### config.mk
export PLATFORM = sky130hd
export DESIGN_NAME = adder_slice_sequencer
export DESIGN_NICKNAME = d
export VERILOG_FILES = /design/src/rtl/adder_slice_sequencer.sv
export SDC_FILE = /design/constraint.sdc
export NUM_CORES = 1
export LEC_CHECK = 0
export CORE_ASPECT_RATIO = 0.5
export CORE_MARGIN = 2
export CORE_UTILIZATION = 30
export DETAILED_ROUTE_END_ITERATION = 8
export HOLD_SLACK_MARGIN = 0.12
export PLACE_DENSITY = 0.6
export SLEW_MARGIN = 20
export SYNTH_ARGS = -nofsm -noshare
export SYNTH_HDL_FRONTEND = slang
export SYNTH_SLANG_ARGS = --single-unit
export TNS_END_PERCENT = 1
### constraint.sdc
create_clock -name CK -period 5.5 [get_ports CK]
set_clock_uncertainty 0.05 [all_clocks]
set_input_delay 1.65 -clock CK [delete_from_list [all_inputs] [get_ports CK]]
set_output_delay 1.65 -clock CK [all_outputs]
set_load 0.1 [all_outputs]
### src/rtl/adder_slice_sequencer.sv
// adder_slice_sequencer: shares one external 4-bit adder slice between two
// requesters. Each N-bit add is run LSB chunk first, one 4-bit chunk per
// clock, with the inter-chunk carry held in carry_r. Round-robin arbitration
// in IDLE, result presented in DONE until the consumer takes it.
// Optional build macro: SIGNED_OVF_EN adds the rsp_ovf signed-overflow port.
module adder_slice_sequencer #(
  parameter int N = 12
) (
  input  logic         CK,
  input  logic         RST,
  input  logic         req0_valid,
  output logic         req0_ready,
  input  logic [N-1:0] req0_A,
  input  logic [N-1:0] req0_B,
  input  logic         req0_ci,
  input  logic         req1_valid,
  output logic         req1_ready,
  input  logic [N-1:0] req1_A,
  input  logic [N-1:0] req1_B,
  input  logic         req1_ci,
  output logic [3:0]   add_A,
  output logic [3:0]   add_B,
  output logic         add_ci,
  input  logic [3:0]   add_SUM,
  input  logic         add_co,
  output logic         rsp_valid,
  input  logic         rsp_ready,
  output logic         rsp_id,
  output logic [N-1:0] rsp_SUM,
  output logic         rsp_co
`ifdef SIGNED_OVF_EN
  ,
  output logic         rsp_ovf
`endif
);

  localparam int CHUNKS = N / 4;
  localparam int CW = (CHUNKS > 1) ? $clog2(CHUNKS) : 1;
  localparam logic [CW-1:0] LAST_CNT = CW'(CHUNKS - 1);

  typedef enum logic [1:0] {
    IDLE = 2'd0,
    RUN  = 2'd1,
    DONE = 2'd2
  } state_t;

  state_t         state_r;
  state_t         state_nxt_s;
  logic [N-1:0]   a_r;
  logic [N-1:0]   b_r;
  logic [N-1:0]   sum_r;
  logic           ci_r;
  logic           id_r;
  logic           carry_r;
  logic [CW-1:0]  cnt_r;
  logic           last_grant_r;
  logic           any_valid_s;
  logic           grant_id_s;
  logic           accept_s;

  assign any_valid_s = req0_valid | req1_valid;
  assign accept_s    = (state_r == IDLE) && any_valid_s;

  // Round-robin pick: on a tie the requester that did not win last time goes.
  always_comb begin
    grant_id_s = 1'b0;
    if (req0_valid && req1_valid) begin
      grant_id_s = ~last_grant_r;
    end else if (req1_valid) begin
      grant_id_s = 1'b1;
    end else begin
      grant_id_s = 1'b0;
    end
  end

  // State register.
  always_ff @(posedge CK) begin
    if (RST) begin
      state_r <= IDLE;
    end else begin
      state_r <= state_nxt_s;
    end
  end

  // Next-state: accept in IDLE, walk the chunks in RUN, wait for the consumer in DONE.
  always_comb begin
    state_nxt_s = state_r;
    case (state_r)
      IDLE: begin
        if (accept_s) begin
          state_nxt_s = RUN;
        end else begin
          state_nxt_s = IDLE;
        end
      end
      RUN: begin
        if (cnt_r == LAST_CNT) begin
          state_nxt_s = DONE;
        end else begin
          state_nxt_s = RUN;
        end
      end
      DONE: begin
        if (rsp_ready) begin
          state_nxt_s = IDLE;
        end else begin
          state_nxt_s = DONE;
        end
      end
      default: state_nxt_s = IDLE;
    endcase
  end

  // Operation datapath: latch the granted request, then collect one sum chunk per RUN cycle.
  always_ff @(posedge CK) begin
    if (RST) begin
      a_r          <= '0;
      b_r          <= '0;
      sum_r        <= '0;
      ci_r         <= 1'b0;
      id_r         <= 1'b0;
      carry_r      <= 1'b0;
      cnt_r        <= '0;
      last_grant_r <= 1'b1;
    end else if (accept_s) begin
      a_r          <= grant_id_s ? req1_A  : req0_A;
      b_r          <= grant_id_s ? req1_B  : req0_B;
      ci_r         <= grant_id_s ? req1_ci : req0_ci;
      id_r         <= grant_id_s;
      cnt_r        <= '0;
      last_grant_r <= grant_id_s;
    end else if (state_r == RUN) begin
      for (int i = 0; i < CHUNKS; i++) begin
        if (cnt_r == CW'(i)) begin
          sum_r[4*i +: 4] <= add_SUM;
        end
      end
      carry_r <= add_co;
      cnt_r   <= cnt_r + CW'(1);
    end
  end

  // Output decode: readies only in IDLE, slice drive only in RUN, response only in DONE.
  always_comb begin
    req0_ready = 1'b0;
    req1_ready = 1'b0;
    add_A      = 4'h0;
    add_B      = 4'h0;
    add_ci     = 1'b0;
    rsp_valid  = 1'b0;
    rsp_id     = 1'b0;
    rsp_SUM    = '0;
    rsp_co     = 1'b0;
`ifdef SIGNED_OVF_EN
    rsp_ovf    = 1'b0;
`endif
    case (state_r)
      IDLE: begin
        req0_ready = any_valid_s && !grant_id_s;
        req1_ready = any_valid_s && grant_id_s;
      end
      RUN: begin
        for (int i = 0; i < CHUNKS; i++) begin
          if (cnt_r == CW'(i)) begin
            add_A = a_r[4*i +: 4];
            add_B = b_r[4*i +: 4];
          end
        end
        if (cnt_r == '0) begin
          add_ci = ci_r;
        end else begin
          add_ci = carry_r;
        end
      end
      DONE: begin
        rsp_valid = 1'b1;
        rsp_id    = id_r;
        rsp_SUM   = sum_r;
        rsp_co    = carry_r;
`ifdef SIGNED_OVF_EN
        rsp_ovf   = (a_r[N-1] == b_r[N-1]) && (sum_r[N-1] != a_r[N-1]);
`endif
      end
      default: begin
        rsp_valid = 1'b0;
      end
    endcase
  end

endmodule

== Word level (Yosys, flattened, before mapping) ==
Cells that the tools add are included.
Operators by class
  add/sub/neg operators: 1
  equality and inequality tests: 4
  multiplexer cells: 25
  bitwise logic cells: 3
  reductions and logical operators: 12
Operators with widths (number)
  2-to-1 mux 12 bit: 3
  2-to-1 mux 4 bit: 8
  2-to-1 mux 1 bit: 11
  AND reduction 3 bit: 3
  case mux 2 bit (3 select lines): 1
  == test 2 x 1 -> 1 bit (second input constant): 2
  == test 2 bit (second input constant): 2
  logical AND 1 bit: 4
  logical NOT 2 bit: 2
  2-to-1 mux 2 bit: 2
  adder 2 x 1 -> 2 bit (second input constant): 1
  NOT 1 bit: 2
  AND reduction 2 bit: 1
  OR reduction 2 bit: 1
  logical NOT 1 bit: 1
  bitwise OR 1 bit: 1
Storage, ports and cells
  register bits: 44

== Logic depth before layout (Yosys ltp) ==
Gate-level depths: netlist (run 1).
  word-level depth: 5
  mapped depth: 6
  gate-level depth less buffers: 5

== Least setup slack after synthesis (run 1) ==
OpenSTA, ideal clock, no wires.
  kind: input to output
  start point: in req0_valid
  end point: out req0_ready
  arrival: 3.319 ns
  required time: 3.800 ns
  setup slack: 0.481 ns
  cell stages on the path: 2
  buffers on the path: 0
  cell sequence: or3b_4 -> nor2_1
Between the ends
  longest elaborated chain between the ends: 5
RTL lines
  start: declaration: RTL line 11  | input logic req0_valid,
  logical AND 1 bit: RTL line 67  | if (req0_valid && req1_valid) begin
  2-to-1 mux 1 bit: RTL line 67
  logical NOT 1 bit: RTL line 159  | req0_ready = any_valid_s && !grant_id_s;
  logical AND 1 bit (*): RTL line 159
  2-to-1 mux 1 bit (*): RTL line 157  | case (state_r)
  end: declaration: RTL line 12  | output logic req0_ready,
Mark *: on every way between the ends. The rest lies on a longest branch, timed or not.

== Worst setup path in the final report (run 1) ==
Ends and elaborated chain as after synthesis.

==> results of run 1 <==
## routing by layer
metal	wire, um	part of all wire (%)	vias up	track usage (%)
li1	-	-	1036	-
met1	2580	46	918	17.4
met2	2700	48	58	24.1
met3	290	5.1	7	3.34
met4	72	1.3	0	3.85
met5	0	0	-	0
## critical path: stages
cell and delay (ps):
clkdlybuf4s50_1 610, or3b_4 450, nor2_1 210, buf_12 210
## worst paths after layout
| kind | start | endpoint | slack, ps | cells after the start |
|---|---|---|---|---|
| max | req0_valid | req0_ready | 670 | 4 |
| max reg2reg | state_r[0] | a_r[9] | 3230 | 3 |
| min | sum_r[11] | sum_r[11] | 400 | 2 |
| min reg2reg | sum_r[11] | sum_r[11] | 400 | 2 |
## power groups by stage
| stage | Combinational (W) | Sequential, W | Clock (W) |
|---|---|---|---|
| 3_5_place_dp | 0.000185 | 0.000361 | 0 |
| 2_1_floorplan | 0.000120 | 0.000355 | 0 |
| 5_1_grt | 0.000197 | 0.000357 | 0.000354 |
| 6_report | 0.000183 | 0.000354 | 0.000332 |
| 4_1_cts | 0.000185 | 0.000354 | 0.000342 |
| 3_3_place_gp | 0.000182 | 0.000360 | 0 |
## cells by family (layout without fill, tap and decap cells)
logic type	Yosys count	in the layout
xor+xnor	1	1
flops	44	44
mux	23	23
fa+ha+maj	4	4
compound gates	61	61
buf+inv	21	97
simple gates	93	93
## cell usage after synthesis, types with 2 or more instances
| cell | instances |
|---|---|
| ha_1 | 4 |
| nand2b_1 | 10 |
| buf_6 | 2 |
| nor2b_1 | 5 |
| and2_1 | 16 |
| a221o_1 | 3 |
| buf_4 | 3 |
| nand2_1 | 30 |
| inv_1 | 3 |
| a21oi_1 | 13 |
| nand4_1 | 2 |
| nand3_1 | 15 |
| nor2_1 | 5 |
| a31oi_1 | 2 |
| mux2i_1 | 23 |
| and4_1 | 3 |
| o21ai_0 | 10 |
| clkbuf_1 | 7 |
| dfxtp_1 | 44 |
| o2bb2ai_2 | 2 |
| o211a_1 | 8 |
| nand3b_1 | 3 |
| buf_2 | 6 |
| o2bb2ai_1 | 18 |
## layout make-up
cell class | instances | area (um^2) | share of cell area, %
clock buffers | 5 | 125 | 3.78
clock inverters | 3 | 42.5 | 1.28
inverters | 3 | 11.3 | 0.340
multi-input cells | 182 | 1280 | 38.6
flip-flops and latches | 44 | 881 | 26.6
well taps | 96 | 120 | 3.62
repair buffers | 86 | 856 | 25.8
## through the flow
step,setup WS (ps),cell area [um^2],hold WS (ps)
2_1_floorplan,481,2260,374
4_1_cts,663,3310,402
6_report,668,3310,401
5_1_grt,634,3310,421
3_3_place_gp,717,3140,390
3_5_place_dp,671,3150,393
## registers in the layout, indices dropped and copies added (netlist names)
name and cells:
sum_r 12, carry_r 1, cnt_r 2, id_r 1, a_r 12, state_r 2
ci_r 1, last_grant_r 1, b_r 12
==> impl_metrics.env, run 1 <==
export IMPL_status="finished, final reports clean"
export IMPL_ctsResizeCount=0
export IMPL_cp_end_kind="primary output"
export IMPL_overflow=0
export IMPL_netlist_area_leader_share_pct=38.9
export IMPL_hold_viol_final=0
export IMPL_synth_top_family_by_area="simple AND/OR/NAND/NOR gates"
export IMPL_yosysWarnings=0
export IMPL_grt_pass1_wl_um=9230
export IMPL_pwr_share_clk_pct=38.2
export IMPL_grt_setup_unrepaired="no"
export IMPL_fmax_mhz=207
export IMPL_ir_drop_v=0.000118
export IMPL_grt_use_total_pct=13.9
export IMPL_ys_flop_type="dfxtp_1"
export IMPL_yosysTopAreaCell="dfxtp_1"
export IMPL_drt_total_wl_um=5640
export IMPL_crit_path_start_kind="input pin"
export IMPL_synth_simple_gate_area_share_pct=22.2
export IMPL_fin_crit_sh_pct=87.9
export IMPL_synth_compound_area_share_pct=21.1
export IMPL_synth_fa_ha_area_share_pct=2.21
export IMPL_dp_cells=411
export IMPL_yosys_top_cells_area="dfxtp_1 (39%), mux2i_1 (10%), o2bb2ai_1 (7.0%)"
export IMPL_die_x_um=127
export IMPL_gp_congestion=0.768
export IMPL_antenna_found_initial=0
export IMPL_slew_viol_final=0
export IMPL_fin_total_pwr_w=0.000870
export IMPL_syn_inst=247
export IMPL_holdBufCountCts=0
export IMPL_fp_dieH_um=65.4
export IMPL_finalNetCount=386
export IMPL_synth_area_mm2=0.00226
export IMPL_start_util_pct=30.9
export IMPL_coreArea_mm2=0.00732
export IMPL_synth_area_mux_share_pct=10.2
export IMPL_grt_max_degree=27
export IMPL_crit_fanout=6
export IMPL_n_antenna_cell=0
export IMPL_routedWlPerCell_um=13.5
export IMPL_final_antenna_net_count=0
export IMPL_power_density_mw_per_mm2=262
export IMPL_numPortBuffers=85
export IMPL_p_int_w=0.000637
export IMPL_fin_util_pct=45.3
export IMPL_grt_pass1_vias=1991
export IMPL_hpwl_um=4210
export IMPL_drc_errors=0
export IMPL_first_pass_iters=4
export IMPL_yosys_area_share_xor_xnor_pct=0.387
export IMPL_setup_viol=0
export IMPL_htreeDepth=2
export IMPL_synth_avg_cell_area_um2=9.16
export IMPL_max_slew_margin_pct=33.7
export IMPL_synth_edf_count=0
export IMPL_initialDrtViolationCount=102
export IMPL_design_die_area_mm2=0.00829
export IMPL_fin_setup_tns_ps=0
export IMPL_yosysSeqAreaShare_pct=38.9
export IMPL_io_pins=86
export IMPL_synth_cell_types=34
export IMPL_rows=22
export IMPL_vias_per_cell=4.82
export IMPL_critPathArrivalTime_ps=3130
export IMPL_syn_to_final_growth_pct=46.5
export IMPL_synth_seq_cells=44
export IMPL_path_class="in -> out"
export IMPL_final_cell_mix="clkdlybuf4s50_1 (74), dfxtp_1 (44), nand2_1 (30)"
export IMPL_cts_clk_slew_worst_paths_ps=70
export IMPL_post_cts_buffers=0
export IMPL_switchingPower_w=0.000233
export IMPL_final_common_cell="clkdlybuf4s50_1"
export IMPL_vias=2019
export IMPL_maxCapViolCount=0
export IMPL_syn_num_nets=311
export IMPL_period_minus_slack_ps=4830
export IMPL_seq_power_share_pct=40.7
export IMPL_power_frac_comb_pct=21.1
export IMPL_synthArstFlopShare_pct=0
export IMPL_min_path_type="reg -> reg"
export IMPL_clockRootBuffer="clkbuf_16"
export IMPL_critPathRequiredTime_ps=3800
export IMPL_cts_buffer_depth=2
export IMPL_clock_sinks=44
export IMPL_layout_drive_gt1_share_pct=8.67
export IMPL_leakagePower_nw=1.30
export IMPL_stdcell_count=419
export IMPL_swShare_pct=26.8
export IMPL_fill_cells=742
export IMPL_clk_latency_ps=280
export IMPL_tightest_slew_ps=990
export IMPL_cts_tree="yes"
export IMPL_cts_buffers=5
Note: power is estimated with default switching activity, not from simulation.
==> inputs of run 2 (changes only) <==
Settings changed: MAX_ROUTING_LAYER set to met4.
==> impl_metrics.env, run 2 (synthesized netlist as in run 1, its figures left out) <==
export IMPL_cts_clk_slew_worst_paths_ps=60
export IMPL_grtUsageMet2_pct=24.2
export IMPL_drt_total_wl_um=5600
export IMPL_crit_buf_inv=2
export IMPL_grt_pass1_vias=1992
export IMPL_vias_per_cell=4.79
export IMPL_overflow=0
export IMPL_final_common_cell="clkdlybuf4s50_1"
export IMPL_min_path_type="reg -> reg"
export IMPL_setup_viol=0
export IMPL_start_util_pct=30.9
export IMPL_fill_cells=742
export IMPL_final_cell_mix="clkdlybuf4s50_1 (74), dfxtp_1 (44), nand2_1 (30)"
export IMPL_p_int_w=0.000637
export IMPL_coreArea_mm2=0.00732
export IMPL_design_die_area_mm2=0.00829
export IMPL_critPathArrivalTime_ps=3130
export IMPL_antenna_found_initial=0
export IMPL_vias=2007
export IMPL_rows=22
export IMPL_power_density_mw_per_mm2=262
export IMPL_clock_sinks=44
export IMPL_period_minus_slack_ps=4830
export IMPL_critPathRequiredTime_ps=3800
export IMPL_finalNetCount=386
export IMPL_fin_crit_sh_pct=87.9
export IMPL_final_antenna_net_count=0
export IMPL_max_slew_margin_pct=35.0
export IMPL_leakagePower_nw=1.30
export IMPL_cts_buffers=5
export IMPL_crit_fanout=6
export IMPL_grt_setup_unrepaired="no"
export IMPL_met3_usage_pct=3.09
export IMPL_grt_max_degree=27
export IMPL_routedWlPerCell_um=13.4
export IMPL_die_x_um=127
export IMPL_clockRootBuffer="clkbuf_16"
export IMPL_slew_viol_final=0
export IMPL_grt_pass1_wl_um=9240
export IMPL_numPortBuffers=85
export IMPL_post_cts_buffers=0
export IMPL_gp_congestion=0.778
export IMPL_holdWs_ps=402
export IMPL_crit_path_start_kind="input pin"
export IMPL_switchingPower_w=0.000233
export IMPL_clk_latency_ps=280
export IMPL_ir_drop_v=0.000118
export IMPL_cts_tree="yes"
export IMPL_fp_dieH_um=65.4
export IMPL_critPathTopFamily="buffers and inverters"
export IMPL_ctsResizeCount=0
export IMPL_hold_viol_final=0
export IMPL_slowest_delay_ps=610
export IMPL_layout_drive_gt1_share_pct=8.67
export IMPL_crit_chain="clkdlybuf4s50_1, or3b_4, nor2_1, buf_12"
export IMPL_maxCapViolCount=0
export IMPL_status="finished, final reports clean"
export IMPL_tightest_slew_ps=971
export IMPL_swShare_pct=26.8
export IMPL_cp_end_kind="primary output"
export IMPL_syn_to_final_growth_pct=46.5
export IMPL_fmax_mhz=207
export IMPL_met1_usage_pct=17.6
export IMPL_initialDrtViolationCount=104
export IMPL_busiest_layer="met2"
export IMPL_power_frac_comb_pct=21.1
export IMPL_seq_power_share_pct=40.7
export IMPL_io_pins=86
export IMPL_pwr_share_clk_pct=38.2
export IMPL_cts_buffer_depth=2
export IMPL_hpwl_um=4210
export IMPL_first_pass_iters=4
export IMPL_grt_use_total_pct=14.3
export IMPL_n_antenna_cell=0
export IMPL_crit_path_top_delay_cell="clkdlybuf4s50_1"
export IMPL_fin_setup_tns_ps=0
export IMPL_htreeDepth=2
export IMPL_path_class="in -> out"
export IMPL_drc_errors=0
export IMPL_largestRegisters="a_r (12), b_r (12), sum_r (12)"
export IMPL_holdBufCountCts=0
-- run 2: cell counts in the layout (fill, tap and decap cells not counted) --
No cell type changed its count.
-- run 2: final cells by class --
cell class / count / area [um^2] / share of cell area, %
clock buffers: 5 / 125 / 3.78
clock inverters: 3 / 42.5 / 1.28
inverters: 3 / 11.3 / 0.340
multi-input cells: 182 / 1280 / 38.6
flip-flops and latches: 44 / 881 / 26.6
well taps: 96 / 120 / 3.62
repair buffers: 86 / 856 / 25.8
-- run 2: final timing paths --
check	start	endpoint	slack (ps)	cells after the start
min reg2reg	sum_r[9]	sum_r[9]	400	2
max	req0_valid	req0_ready	670	4
min	sum_r[9]	sum_r[9]	400	2
max reg2reg	state_r[0]	a_r[9]	3230	3
-- run 2: stage by stage --
stage                     total power (W)  cell area [um^2]  std cells  setup slack [ps]  utilization [%]
after CTS                        0.000881              3310        419               663             45.3
after global placement           0.000542              3140        411               717             42.9
final                            0.000869              3310        419               668             45.3
after global routing             0.000908              3310        419               634             45.3
after detailed placement         0.000546              3150        411               671             43.0
after floorplan                  0.000475              2260        247               481                -
-- run 2: worst reg2reg max path, stage by stage (launching register included) --
cell and delay (ps):
dfxtp_1 390, nor2_1 590, nand3_1 790, o2bb2ai_1 360
-- run 2: layer usage --
layer  up-vias  part of all wire [%]
li1       1034                     -
met1       913                    47
met2        53                    48
met3         7                   4.4
met4         0                   1.3
met5         -                     0
-- run 2: power by group through the flow --
stage / sequential, W / combinational, W / clock (W)
global route: 0.000357 / 0.000197 / 0.000354
finish: 0.000354 / 0.000183 / 0.000332
CTS: 0.000354 / 0.000185 / 0.000342
detailed placement: 0.000361 / 0.000185 / 0
floorplan: 0.000355 / 0.000120 / 0
global placement: 0.000360 / 0.000182 / 0
